<file path="config.mk">
export PLATFORM = sky130hd
export DESIGN_NAME = instruction_mem_loader
export DESIGN_NICKNAME = d
export VERILOG_FILES = /design/src/rtl/instruction_mem_loader.sv
export SDC_FILE = /design/constraint.sdc
export NUM_CORES = 1
export LEC_CHECK = 0
export CAP_MARGIN = 20
export CORE_UTILIZATION = 28
export DETAILED_ROUTE_END_ITERATION = 10
export PLACE_DENSITY_LB_ADDON = 0.3
export SYNTH_ARGS = -nofsm -noshare
export SYNTH_HDL_FRONTEND = slang
export SYNTH_SLANG_ARGS = --single-unit
</file>
<file path="constraint.sdc">
create_clock -name CLK -period 3.7 [get_ports CLK]
set_input_delay 0.74 -clock CLK [delete_from_list [all_inputs] [get_ports CLK]]
set_output_delay 0.74 -clock CLK [all_outputs]
set_load 0.005 [all_outputs]
</file>
<file path="src/rtl/instruction_mem_loader.sv">
// rtl/instruction_mem_loader.sv - streams a length-prefixed, XOR-checksummed program into instruction memory
// Holds the CPU fetch stage until a load completes with a matching checksum.
module instruction_mem_loader (
  input  logic        CLK,
  input  logic        RESET_N,
  input  logic        start,
  input  logic        byte_valid,
  input  logic [7:0]  byte_data,
  output logic        byte_ready,
  output logic        imem_we,
  output logic [31:0] imem_addr,
  output logic [31:0] imem_wdata,
  output logic        cpu_hold,
  output logic        busy,
  output logic        done,
  output logic        err
);

  typedef enum logic [2:0] {
    S_IDLE, S_HDR0, S_HDR1, S_DATA, S_WRITE, S_CHK, S_DONE, S_ERR
  } state_t;

  state_t      state, next_state;
  logic [15:0] word_count;
  logic [11:0] word_idx;
  logic [1:0]  byte_cnt;
  logic [31:0] assembly;
  logic [7:0]  checksum;
  logic [15:0] hdr_count;
  logic        last_word;
  logic        start_ok;

  assign hdr_count = {word_count[15:8], byte_data};
  assign last_word = ({4'd0, word_idx} + 16'd1) == word_count;
  assign start_ok  = start && (state == S_IDLE || state == S_DONE || state == S_ERR);

  always_ff @(posedge CLK or negedge RESET_N) begin
    if (!RESET_N) state <= S_IDLE;
    else          state <= next_state;
  end

  always_comb begin
    next_state = state;
    byte_ready = 1'b0;
    imem_we    = 1'b0;
    busy       = 1'b0;
    done       = 1'b0;
    err        = 1'b0;
    cpu_hold   = 1'b1;
    case (state)
      S_IDLE: if (start) next_state = S_HDR0;
      S_HDR0: begin
        byte_ready = 1'b1;
        busy       = 1'b1;
        if (byte_valid) next_state = S_HDR1;
      end
      S_HDR1: begin
        byte_ready = 1'b1;
        busy       = 1'b1;
        if (byte_valid)
          next_state = (hdr_count == 16'd0 || hdr_count > 16'd4096) ? S_ERR : S_DATA;
      end
      S_DATA: begin
        byte_ready = 1'b1;
        busy       = 1'b1;
        if (byte_valid && byte_cnt == 2'd3) next_state = S_WRITE;
      end
      S_WRITE: begin
        imem_we    = 1'b1;
        busy       = 1'b1;
        next_state = last_word ? S_CHK : S_DATA;
      end
      S_CHK: begin
        byte_ready = 1'b1;
        busy       = 1'b1;
        if (byte_valid) next_state = (byte_data == checksum) ? S_DONE : S_ERR;
      end
      S_DONE: begin
        done     = 1'b1;
        cpu_hold = 1'b0;
        if (start) next_state = S_HDR0;
      end
      S_ERR: begin
        err = 1'b1;
        if (start) next_state = S_HDR0;
      end
      default: next_state = S_IDLE;
    endcase
  end

  always_ff @(posedge CLK or negedge RESET_N) begin
    if (!RESET_N) begin
      word_count <= '0;
      word_idx   <= '0;
      byte_cnt   <= '0;
      assembly   <= '0;
      checksum   <= '0;
      imem_addr  <= '0;
      imem_wdata <= '0;
    end else if (start_ok) begin
      word_count <= '0;
      word_idx   <= '0;
      byte_cnt   <= '0;
      assembly   <= '0;
      checksum   <= '0;
    end else begin
      case (state)
        S_HDR0: if (byte_valid) word_count[15:8] <= byte_data;
        S_HDR1: if (byte_valid) word_count[7:0]  <= byte_data;
        S_DATA: if (byte_valid) begin
          assembly <= {assembly[23:0], byte_data};
          checksum <= checksum ^ byte_data;
          byte_cnt <= byte_cnt + 2'd1;
          // Address and data are captured here so they stay stable after the write strobe drops.
          if (byte_cnt == 2'd3) begin
            imem_wdata <= {assembly[23:0], byte_data};
            imem_addr  <= {18'd0, word_idx, 2'b00};
          end
        end
        S_WRITE: if (!last_word) word_idx <= word_idx + 12'd1;
        default: ;
      endcase
    end
  end

endmodule
</file>
Word-level counts from Yosys, hierarchy flattened:

Index checks and enable logic that the tools add are counted.

* $add $sub $neg: 3
* multipliers: 0
* div/mod/pow operators: 0
* order comparisons: 1
* eq/ne operators: 16
* shifts and indexed selects: 0
* muxes and demuxes: 31
* bitwise operators: 2
* reduce and logical (&&, ||, !) cells: 21

Operator list (count)
* two-way mux 24 bit: 3
* two-way mux 8 bit: 6
* two-way mux 12 bit: 3
* two-way mux 3 bit: 7
* one-hot mux 3 bit (6 select lines): 1
* equality test 13 x 16 -> 1 bit: 1
* > comparator 16 x 13 -> 1 bit (second input constant): 1
* zero test 16 bit: 1
* two-way mux 16 bit: 1
* adder 12 x 1 -> 13 bit (second input constant): 1
* adder 12 x 1 -> 12 bit (second input constant): 1
* equality test 3 bit (second input constant): 4
* nonzero test 2 bit: 5
* equality test 8 bit: 1
* inequality test 2 bit (second input constant): 4
* AND reduction 2 bit: 4
* XOR 8 bit: 1
* two-way mux 1 bit: 7
* equality test 3 x 2 -> 1 bit (second input constant): 2
* two-way mux 2 bit: 3
* AND reduction 5 bit: 1
* OR reduction 5 bit: 1
* inequality test 2 x 1 -> 1 bit (second input constant): 2
* AND reduction 4 bit: 1
* 9 further kinds: 12

* register bits after elaboration: 109
* latch bits: 0
* memory bits (writable): 0
* memory bits (read-only): 0
* bits of input ports: 12
* output and inout port bits: 70
* logic and storage cells: 83
* memories kept: 0

Depth between registers and ports, before layout:

Gate-level depths: netlist (run 1).

* word-level depth: 6
* mapped depth: 9
* gate-level depth less buffers: 8

Least setup slack after synthesis (run 1):

Ideal clock, no wire load.

* path type: register to register
* start point: reg word_idx[0]
* end point: reg word_idx[2]
* arrival time: 2.279 ns
* path slack: 1.284 ns
* stages on the path, launching flop included: 10
* path buffers: 2
* period minus slack after synthesis: 2.416 ns
* path through: dfrtp_1 > ha_1 > nand2_1 > or4b_1 > a211oi_2 > a211oi_2 > o31ai_4 > buf_6 > buf_4 > o221ai_1

* longest elaborated chain between the ends: 4
* elaborated cells between the ends (all ways): 8

Ends and longest elaborated chain
* start, declared: line 25 `logic [11:0] word_idx;`
* start signal, assigned: line 120 `S_WRITE: if (!last_word) word_idx <= word_idx + 12'd1;`
* adder 12 x 1 -> 13 bit / adder 12 x 1 -> 12 bit (equally long branches): line 34, 120
* equality test 13 x 16 -> 1 bit / two-way mux 12 bit (equally long branches): line 34, 120
* inequality test 2 x 1 -> 1 bit (no line) / two-way mux 12 bit (equally long branches)
* AND reduction 2 bit (no line) / two-way mux 12 bit (equally long branches)

Parallel ways exist; a longest one is shown, timed or not. The select of a mux whose other input is x is not followed.
A chain may end at the register's enable or synchronous reset.

Final worst setup path (run 1):

* start point: reg state[2]
* end point: out busy

* longest elaborated chain between the ends: 3
* elaborated cells between the ends (all ways): 7

Ends and longest elaborated chain
* start, declared: line 23 `state_t state, next_state;`
* start signal, assigned: line 39 `else state <= next_state;`
* equality test 3 bit (tied with other cells): line 50 `case (state)`
* OR reduction 5 bit (no line) *
* two-way mux 1 bit *: line 50
* end, declared: line 14 `output logic busy,`

Mark *: on every way between the ends. The rest lies on a longest branch, timed or not.

==> results.yml, run 1 <==
status:
  outcome: "finished clean"
grt:
  grt_start_max_net_pins: 75
  grt_use_total: 0.1363
  antenna_found_initial: 0
  grt_pass1_wl_um: 19670
  overflow: 0
  grt_pass1_vias: 3691
logic_synthesis:
  synth_cell_types: 44
  seq_area_frac_synth: 0.5271
  dominantRegCellSynth: "dfrtp_1"
  yosysTopAreaCellShare: 0.5271
  synth_top_area_cell: "dfrtp_1"
  ys_warn_count: 0
  syn-cell-area_mm2: 0.005175
  async_reset_ff_frac: 1.000
  synth.avg_cell_area_um2: 10.05
  synth_edf_count: 0
  synth-seq-cells: 109
  synth.area.top_cells: "dfrtp_1 53%, nand2_1 8.4%, mux2_2 7.8%, xnor2_1 4.2%, a21oi_1 3.8%"
  syn_inst: 515
die:
  core_area_mm2: 0.01802
  num_rows: 49
  dieArea_mm2: 0.01903
  fp.dieW_um: 138.0
  initial_core_util: 0.2871
  die_height_um: 138.0
  pin_count: 82
hold_path:
  min_from: "imem_addr[10]$_DFFE_PN0P_"
  hp-class: "register to register"
  whs_path_depth: 2
critical_path:
  critical_path_class: "register to output pin"
  r2r.worst_path.cells: 8
  end_kind: "output pin"
  cp-start-kind: "register"
  crit_fanout: 14
  cp-startpoint: "state[2]$_DFFE_PN0P_"
  required_ns: 2.96
  cp.arrival_ns: 1.98
  r2r_start: "word_idx[0]$_DFFE_PN0P_"
flow_run:
  maxCapViolations: 0
routing:
  vias: 3723
  viasPerCell: 4.660
  ant_nets: 0
  post_drt_wl_per_cell_um: 14.99
  firstDrtPassIters: 4
  finalWirelength_um: 11980
  drt_iter0_drc: 223
  drcViolationCount: 0
layout:
  nets: 581
  syn_to_final_growth_pct: 19.92
  layout-drive-gt1-share: 0.1123
  final_common_cell: "nand2_1"
  n_fill_cell: 1811
  diodes: 0
  layout_common_cells: "115 x nand2_1, 109 x dfrtp_1, 60 x clkdlybuf4s50_1"
cts:
  tritoncts: "yes"
  cts_sinks: 109
  cts_made_buffers: 9
  htree_num_levels: 3
  cts_setup_buffers: 0
  post_cts_resize_count: 0
  clk_latency_ns: 0.36
  clkTransAtPathRegs_ns: 0.08
  clock_path_buffers: 2
  ctsRootBufferMaster: "clkbuf_16"
  ctsHoldBuffers: 0
timing:
  min_period_ns: 2.721
  post-route-period-util: 0.7354
  final.setup.tns_ns: 0
  hold_viol: 0
  setup_violations: 0
  fmax_mhz: 367.5
  slew_viol_final: 0
  maxSlewHeadroom: 0.3695
  fin_skew_ns: 0.01318
  worst_pin_slew_ns: 0.9457
  rsz0062_at_grt: "no"
placed_design:
  port_buffers: 61
  dpl.hpwl_um: 8392
  place_congestion: 0.8118
power:
  ir_worst_vdd_v: 0.0002707
  total_leakage_power_nw: 2.738
  powerDensity_mw_per_mm2: 668.7
  total_power_w: 0.004150
==> cells by family after synthesis <==
logic type	count (synthesis)	share of synthesized area
other	1	0.0007246
adders and majority gates	3	0.007254
buffers and inverters	60	0.06141
muxes	38	0.08221
xor gates and xnor gates	38	0.06697
AOI/OAI and AO/OA	75	0.08970
and+or+nand+nor	191	0.1647
DFF	109	0.5271
==> stage by stage <==
| step | std cells | utilization | area (um^2) | worst slack, ns | hold slack (ns) |
|---|---|---|---|---|---|
| after CTS | 799 | 0.3443 | 6206 | 0.9777 | 0.4917 |
| after global routing | 799 | 0.3443 | 6206 | 0.8241 | 0.5184 |
| after global placement | 784 | 0.3295 | 5939 | 1.086 | 0.4655 |
| after detailed placement | 784 | 0.3295 | 5939 | 1.019 | 0.4753 |
| after floorplan | 534 | - | 5246 | 1.284 | 0.4444 |
| final | 799 | 0.3443 | 6206 | 0.9790 | 0.4809 |
==> critical path: stages (launching register included) <==
cell and delay [ns]:
dfrtp_1 0.59, ha_1 0.30, or2_2 0.29, clkdlybuf4s50_1 0.44
==> metal layers <==
layer	GRT usage	share of wire
met5	0	0
met4	0.04771	0.016
met3	0.03289	0.043
met2	0.2228	0.48
met1	0.1751	0.46
==> cells in the mapped netlist (all sizes together), types with 9 or more instances <==
cell / number
xor2: 12
or3: 11
nor2: 20
a21oi: 39
buf: 27
mux2: 36
inv: 13
xnor2: 25
o21ai: 14
nand3: 9
clkbuf: 20
nand2: 116
dfrtp: 109
==> final cells by class <==
cell class	instances	area, um^2	share of cell area
sequential	109	2728	0.4395
clock buffer	11	232.7	0.03750
multi-input combinational	365	2203	0.3550
clock inverter	4	33.78	0.005444
timing repair buffer	68	673.1	0.1085
inverter	13	48.80	0.007863
tap	229	286.5	0.04617
==> registers in the layout, indices dropped and copies added, names as in the netlist <==
signal / count
checksum: 8
word_count: 16
imem_wdata: 32
imem_addr: 12
assembly: 24
word_idx: 12
byte_cnt: 2
state: 3
==> report_power, final <==
| group | switching, W | total (W) | internal (W) |
|---|---|---|---|
| Combinational | 0.000683 | 0.00137 | 0.000686 |
| Clock | 0.000443 | 0.000904 | 0.000461 |
| Sequential | 0.000347 | 0.00188 | 0.00153 |
| Total | 0.00147 | 0.00415 | 0.00268 |
==> final timing paths <==
kind                                        endpoint  slack (ns)
hold reg to reg            imem_addr[10]$_DFFE_PN0P_        0.48
min in group asynchronous   imem_addr[9]$_DFFE_PN0P_        0.53
hold / removal             imem_addr[10]$_DFFE_PN0P_        0.48
max in group asynchronous  word_count[4]$_DFFE_PN0P_        2.32
setup reg to reg             word_idx[6]$_DFFE_PN0P_        1.01
setup / recovery                                busy        0.98
Power figures use the tool's default switching activity.
==> run 2: changes to the inputs <==
==> constraint.sdc (replaced) <==
create_clock -name CLK -period 2.5 [get_ports CLK]
set_input_delay 0.5 -clock CLK [delete_from_list [all_inputs] [get_ports CLK]]
set_output_delay 0.5 -clock CLK [all_outputs]
set_load 0.005 [all_outputs]
==> run 2 against run 1 <==
  * Global-route usage is 0.30 points higher
  * First-iteration DRC count is 3.6% lower
  * Die area stayed put
  * Clock skew is 0.0053 ns lower
  * Highest routed layer unchanged
==> results.yml, run 2 (synthesis gave the netlist of run 1 again) <==
critical_path:
  r2r_end: "word_idx[7]$_DFFE_PN0P_"
  r2r.worst_path.cells: 10
  cp-start-kind: "register"
  end_kind: "output pin"
  cp_top_family: "flip-flops"
  critical_path_class: "register to output pin"
  cp_slowest_cell: "dfrtp_2"
  r2r_start: "word_idx[0]$_DFFE_PN0P_"
  required_ns: 2.00
  cp_num_buf_inv: 1
  worst-r2r-setup-slack_ns: 0.12
  max_stage_delay_ns: 0.49
  cp.arrival_ns: 1.90
  crit_fanout: 14
  path_cells: "ha_1 -> or2_2 -> clkdlybuf4s50_1"
routing:
  wl_met2_um: 5940
  met1Wirelength_um: 5508
  vias: 3862
  post_drt_wl_per_cell_um: 14.75
  dr.max_layer_used: "met4"
  drcViolationCount: 0
  wl_met3_um: 485
  firstDrtPassIters: 4
  finalWirelength_um: 12170
  drt_iter0_drc: 215
  ant_nets: 0
  viasPerCell: 4.681
timing:
  fin_skew_ns: 0.007860
  worst_pin_slew_ns: 0.5365
  setup_violations: 0
  hold_viol: 0
  fmax_mhz: 417.2
  maxSlewHeadroom: 0.6423
  slew_viol_final: 0
  min_period_ns: 2.397
  post-route-period-util: 0.9588
  final.setup.tns_ns: 0
  setup_ws_ns: 0.1029
placed_design:
  dp_slack_ns: 0.1056
  port_buffers: 61
  dpl.hpwl_um: 9054
  place_inst: 810
  place_congestion: 0.8134
flow_run:
  maxCapViolations: 0
layout:
  n_fill_cell: 1838
  largest_reg_flops: 32
  final_common_cell: "nand2_1"
  stdcell_count: 825
  diodes: 0
  nets: 607
  layout_common_cells: "115 x nand2_1, 107 x dfrtp_1, 60 x clkdlybuf4s50_1"
  top_regs: "imem_wdata (32), assembly (24), word_count (16)"
  multiInputGateArea_mm2: 0.002208
  syn_to_final_growth_pct: 24.71
  seq_area_mm2: 0.002730
  regMostFlops: "imem_wdata"
  layout-drive-gt1-share: 0.1611
die:
  core_area_mm2: 0.01802
  initial_core_util: 0.2871
  dieArea_mm2: 0.01903
  die_height_um: 138.0
  num_rows: 49
  fp.dieW_um: 138.0
  pin_count: 82
hold_path:
  hp-class: "input port to async pin"
power:
  swShare: 0.3464
  clock_power_share: 0.229
  powerDensity_mw_per_mm2: 991.3
  ir_worst_vdd_v: 0.0003875
  power_switching_w: 0.002216
  pwr-share-comb: 0.349
  seq_power_share: 0.422
  p_int_w: 0.004181
  total_leakage_power_nw: 2.881
cts:
  clk_latency_ns: 0.35
  clkTransAtPathRegs_ns: 0.07
  ctsHoldBuffers: 0
  ctsRootBufferMaster: "clkbuf_16"
  cts_setup_buffers: 0
  cts_sinks: 109
  tritoncts: "yes"
  clock_path_buffers: 2
  htree_num_levels: 3
  cts_made_buffers: 9
grt:
  grt_pass1_wl_um: 20270
  grt_pass1_vias: 3924
  grt_start_max_net_pins: 42
  grt_use_total: 0.1394
  antenna_found_initial: 0
  overflow: 0
status:
  outcome: "finished clean"
[run 2: cell count changes in the layout (fill, tap and decap cells not counted), sizes merged]
cell / previous run / this run
clkinvlp: 0 / 1
bufinv: 0 / 1
clkbuf: 11 / 9
buf: 8 / 34
[run 2: cell type report]
| type | count | area share |
|---|---|---|
| Clock inverter | 6 | 0.01280 |
| Multi-Input combinational cell | 365 | 0.3422 |
| Tap cell | 229 | 0.04440 |
| Inverter | 13 | 0.007561 |
| Sequential cell | 109 | 0.4230 |
| Timing Repair Buffer | 94 | 0.1351 |
| Clock buffer | 9 | 0.03490 |
[run 2: metrics by stage]
| stage | hold WS (ns) | util | total power [W] | area [um^2] |
|---|---|---|---|---|
| floorplan | 0.2044 | - | 0.004093 | 5246 |
| global placement | 0.4608 | 0.3403 | 0.004919 | 6135 |
| detailed placement | 0.4708 | 0.3403 | 0.004984 | 6135 |
| CTS | 0.1381 | 0.3574 | 0.006488 | 6442 |
| global route | 0.1541 | 0.3580 | 0.006864 | 6454 |
| finish | 0.1256 | 0.3580 | 0.006398 | 6454 |
[run 2: worst max path at each step]
stage	startpoint	end	slack, ns	depth (start not counted)
floorplan	word_idx[0]$_DFFE_PN0P_	word_idx[2]$_DFFE_PN0P_	0.08	9
detailed placement	word_idx[0]$_DFFE_PN0P_	word_idx[9]$_DFFE_PN0P_	0.11	8
global placement	word_idx[0]$_DFFE_PN0P_	word_idx[3]$_DFFE_PN0P_	0.18	8
CTS	state[2]$_DFFE_PN0P_	busy	0.01	3
finish	state[1]$_DFFE_PN0P_	busy	0.10	3
global route	word_idx[0]$_DFFE_PN0P_	word_idx[3]$_DFFE_PN0P_	-0.003	10
[run 2: layer usage]
layer | vias to the layer above | global-route usage
met1 | 1900 | 0.1769
met5 | - | 0
met4 | 0 | 0.05072
met3 | 20 | 0.03216
met2 | 88 | 0.2306
li1 | 1854 | -
[run 2: timing repair]
action                                  CTS  global route
endpoints found under the setup margin    0            11
endpoints found under the hold margin     0             0
gates resized for setup                   0             5
[run 2: power groups by stage]
stage / logic, W / clock network [W] / registers, W
floorplan: 0.00150 / 0 / 0.00260
global placement: 0.00220 / 0 / 0.00272
detailed placement: 0.00225 / 0 / 0.00274
CTS: 0.00226 / 0.00152 / 0.00271
global route: 0.00251 / 0.00158 / 0.00278
finish: 0.00223 / 0.00147 / 0.00270
==> run 3: changes to the inputs <==
--- a/config.mk
+++ b/config.mk
@@ -8,6 +8,7 @@
 export CAP_MARGIN = 20
 export CORE_UTILIZATION = 28
 export DETAILED_ROUTE_END_ITERATION = 10
+export HOLD_SLACK_MARGIN = 0.15
 export PLACE_DENSITY_LB_ADDON = 0.3
 export SYNTH_ARGS = -nofsm -noshare
 export SYNTH_HDL_FRONTEND = slang
==> run 3 against run 2 <==
  * Setup slack worse by 0.0013 ns
  * First-iteration DRC count up 18%
  * Non-clock buffer count up 1
  * Register-to-register slack about the same
  * Worst hold slack better by 0.35 ns
  * Maximum frequency about the same
  * Utilization up 0.056 points
  * Wire length up 0.97%
  * Global-route usage unchanged
  * Die area unchanged
  * Combinational power about the same
  * Critical path type unchanged
  * Largest cell class unchanged
==> results.yml, run 3 (synthesis gave the netlist of run 1 again) <==
status:
  outcome: "finished clean"
die:
  num_rows: 49
  pin_count: 82
  initial_core_util: 0.2871
  core_area_mm2: 0.01802
  die_height_um: 138.0
  fp.dieW_um: 138.0
  dieArea_mm2: 0.01903
critical_path:
  cp-startpoint: "state[1]$_DFFE_PN0P_"
  critical_path_class: "register to output pin"
  end_kind: "output pin"
  cp-start-kind: "register"
  r2r.worst_path.cells: 10
  required_ns: 2.00
  crit_fanout: 14
  cp.arrival_ns: 1.90
  r2r_start: "word_idx[0]$_DFFE_PN0P_"
flow_run:
  maxCapViolations: 0
placed_design:
  dpl_cell_area_mm2: 0.006135
  port_buffers: 61
  place_congestion: 0.8134
  dpl.hpwl_um: 9054
layout:
  diodes: 0
  regMostFlops: "imem_wdata"
  final_area_mm2: 0.006464
  top_regs: "imem_wdata (32), assembly (24), word_count (16)"
  seq_area_mm2: 0.002730
  multiInputGateArea_mm2: 0.002208
  syn_to_final_growth_pct: 24.90
  nets: 608
  layout-drive-gt1-share: 0.1608
  n_fill_cell: 1837
  layout_common_cells: "115 x nand2_1, 107 x dfrtp_1, 60 x clkdlybuf4s50_1"
  final_core_util: 0.3586
  largest_reg_flops: 32
  final_common_cell: "nand2_1"
routing:
  vias: 3874
  finalWirelength_um: 12290
  post_drt_wl_per_cell_um: 14.88
  ant_nets: 0
  drcViolationCount: 0
  firstDrtPassIters: 4
  viasPerCell: 4.690
  drt_iter0_drc: 254
cts:
  cts_made_buffers: 9
  ctsRootBufferMaster: "clkbuf_16"
  clk_latency_ns: 0.35
  cts_setup_buffers: 0
  clkTransAtPathRegs_ns: 0.07
  htree_num_levels: 3
  clock_path_buffers: 2
  tritoncts: "yes"
  cts_sinks: 109
grt:
  grt_pass1_vias: 3924
  grt_use_total: 0.1394
  antenna_found_initial: 0
  overflow: 0
  grt_start_max_net_pins: 42
  grt_pass1_wl_um: 20270
timing:
  fin_skew_ns: 0.007686
  worst_pin_slew_ns: 0.5354
  hold_slack_ns: 0.4791
  slew_viol_final: 0
  min_period_ns: 2.398
  setup_violations: 0
  post-route-period-util: 0.9593
  fmax_mhz: 417.0
  maxSlewHeadroom: 0.6431
  final.setup.tns_ns: 0
  hold_viol: 0
power:
  powerDensity_mw_per_mm2: 992.0
  total_leakage_power_nw: 2.885
  ir_worst_vdd_v: 0.0003876
hold_path:
  whs_path_depth: 2
  min_from: "imem_addr[13]$_DFFE_PN0P_"
  hp-class: "register to register"
-- run 3: where the power goes --
group | switching [W] | internal, W
clock | 0.000678 | 0.000793
sequential | 0.000430 | 0.00227
combinational | 0.00112 | 0.00112
total | 0.00223 | 0.00418
-- run 3: stage by stage --
stage	total power [W]	std cells	setup WS, ns
after global routing	0.006865	826	-0.003342
after detailed placement	0.004984	810	0.1056
after floorplan	0.004093	534	0.08386
after CTS	0.006489	826	0.01331
after global placement	0.004919	810	0.1767
final	0.006412	826	0.1017
-- run 3: final timing paths --
| kind | endpoint | slack, ns |
|---|---|---|
| setup / recovery | busy | 0.10 |
| hold / removal | imem_addr[13]$_DFFE_PN0P_ | 0.48 |
| setup reg to reg | word_idx[7]$_DFFE_PN0P_ | 0.13 |
| hold reg to reg | imem_addr[13]$_DFFE_PN0P_ | 0.48 |
| max in group asynchronous | checksum[0]$_DFFE_PN0P_ | 1.12 |
| min in group asynchronous | word_idx[5]$_DFFE_PN0P_ | 0.68 |
-- run 3: routing by layer --
layer  track usage  vias to the layer above  wire length, um
li1              -                     1855                -
met1        0.1771                     1914             5634
met2        0.2306                       85             5997
met3       0.03180                       20              423
met4       0.05072                        0              233
met5             0                        -                0
-- run 3: area by class of cell --
cell class / instances / share of cell area
Timing Repair Buffer: 95 / 0.1365
Clock buffer: 9 / 0.03484
Inverter: 13 / 0.007549
Clock inverter: 6 / 0.01278
Multi-Input combinational cell: 365 / 0.3417
Tap cell: 229 / 0.04433
Sequential cell: 109 / 0.4224
-- run 3: worst max-delay path, cell delays in order, from the launching register on --
cell and delay [ns]:
dfrtp_2 0.49, ha_1 0.31, or2_2 0.30, clkdlybuf4s50_1 0.45
-- run 3: timing repair --
action,in CTS,in global routing
hold buffers,1,0
hold endpoints to repair,37,0
setup endpoints to repair,0,11
gates resized for setup,0,5
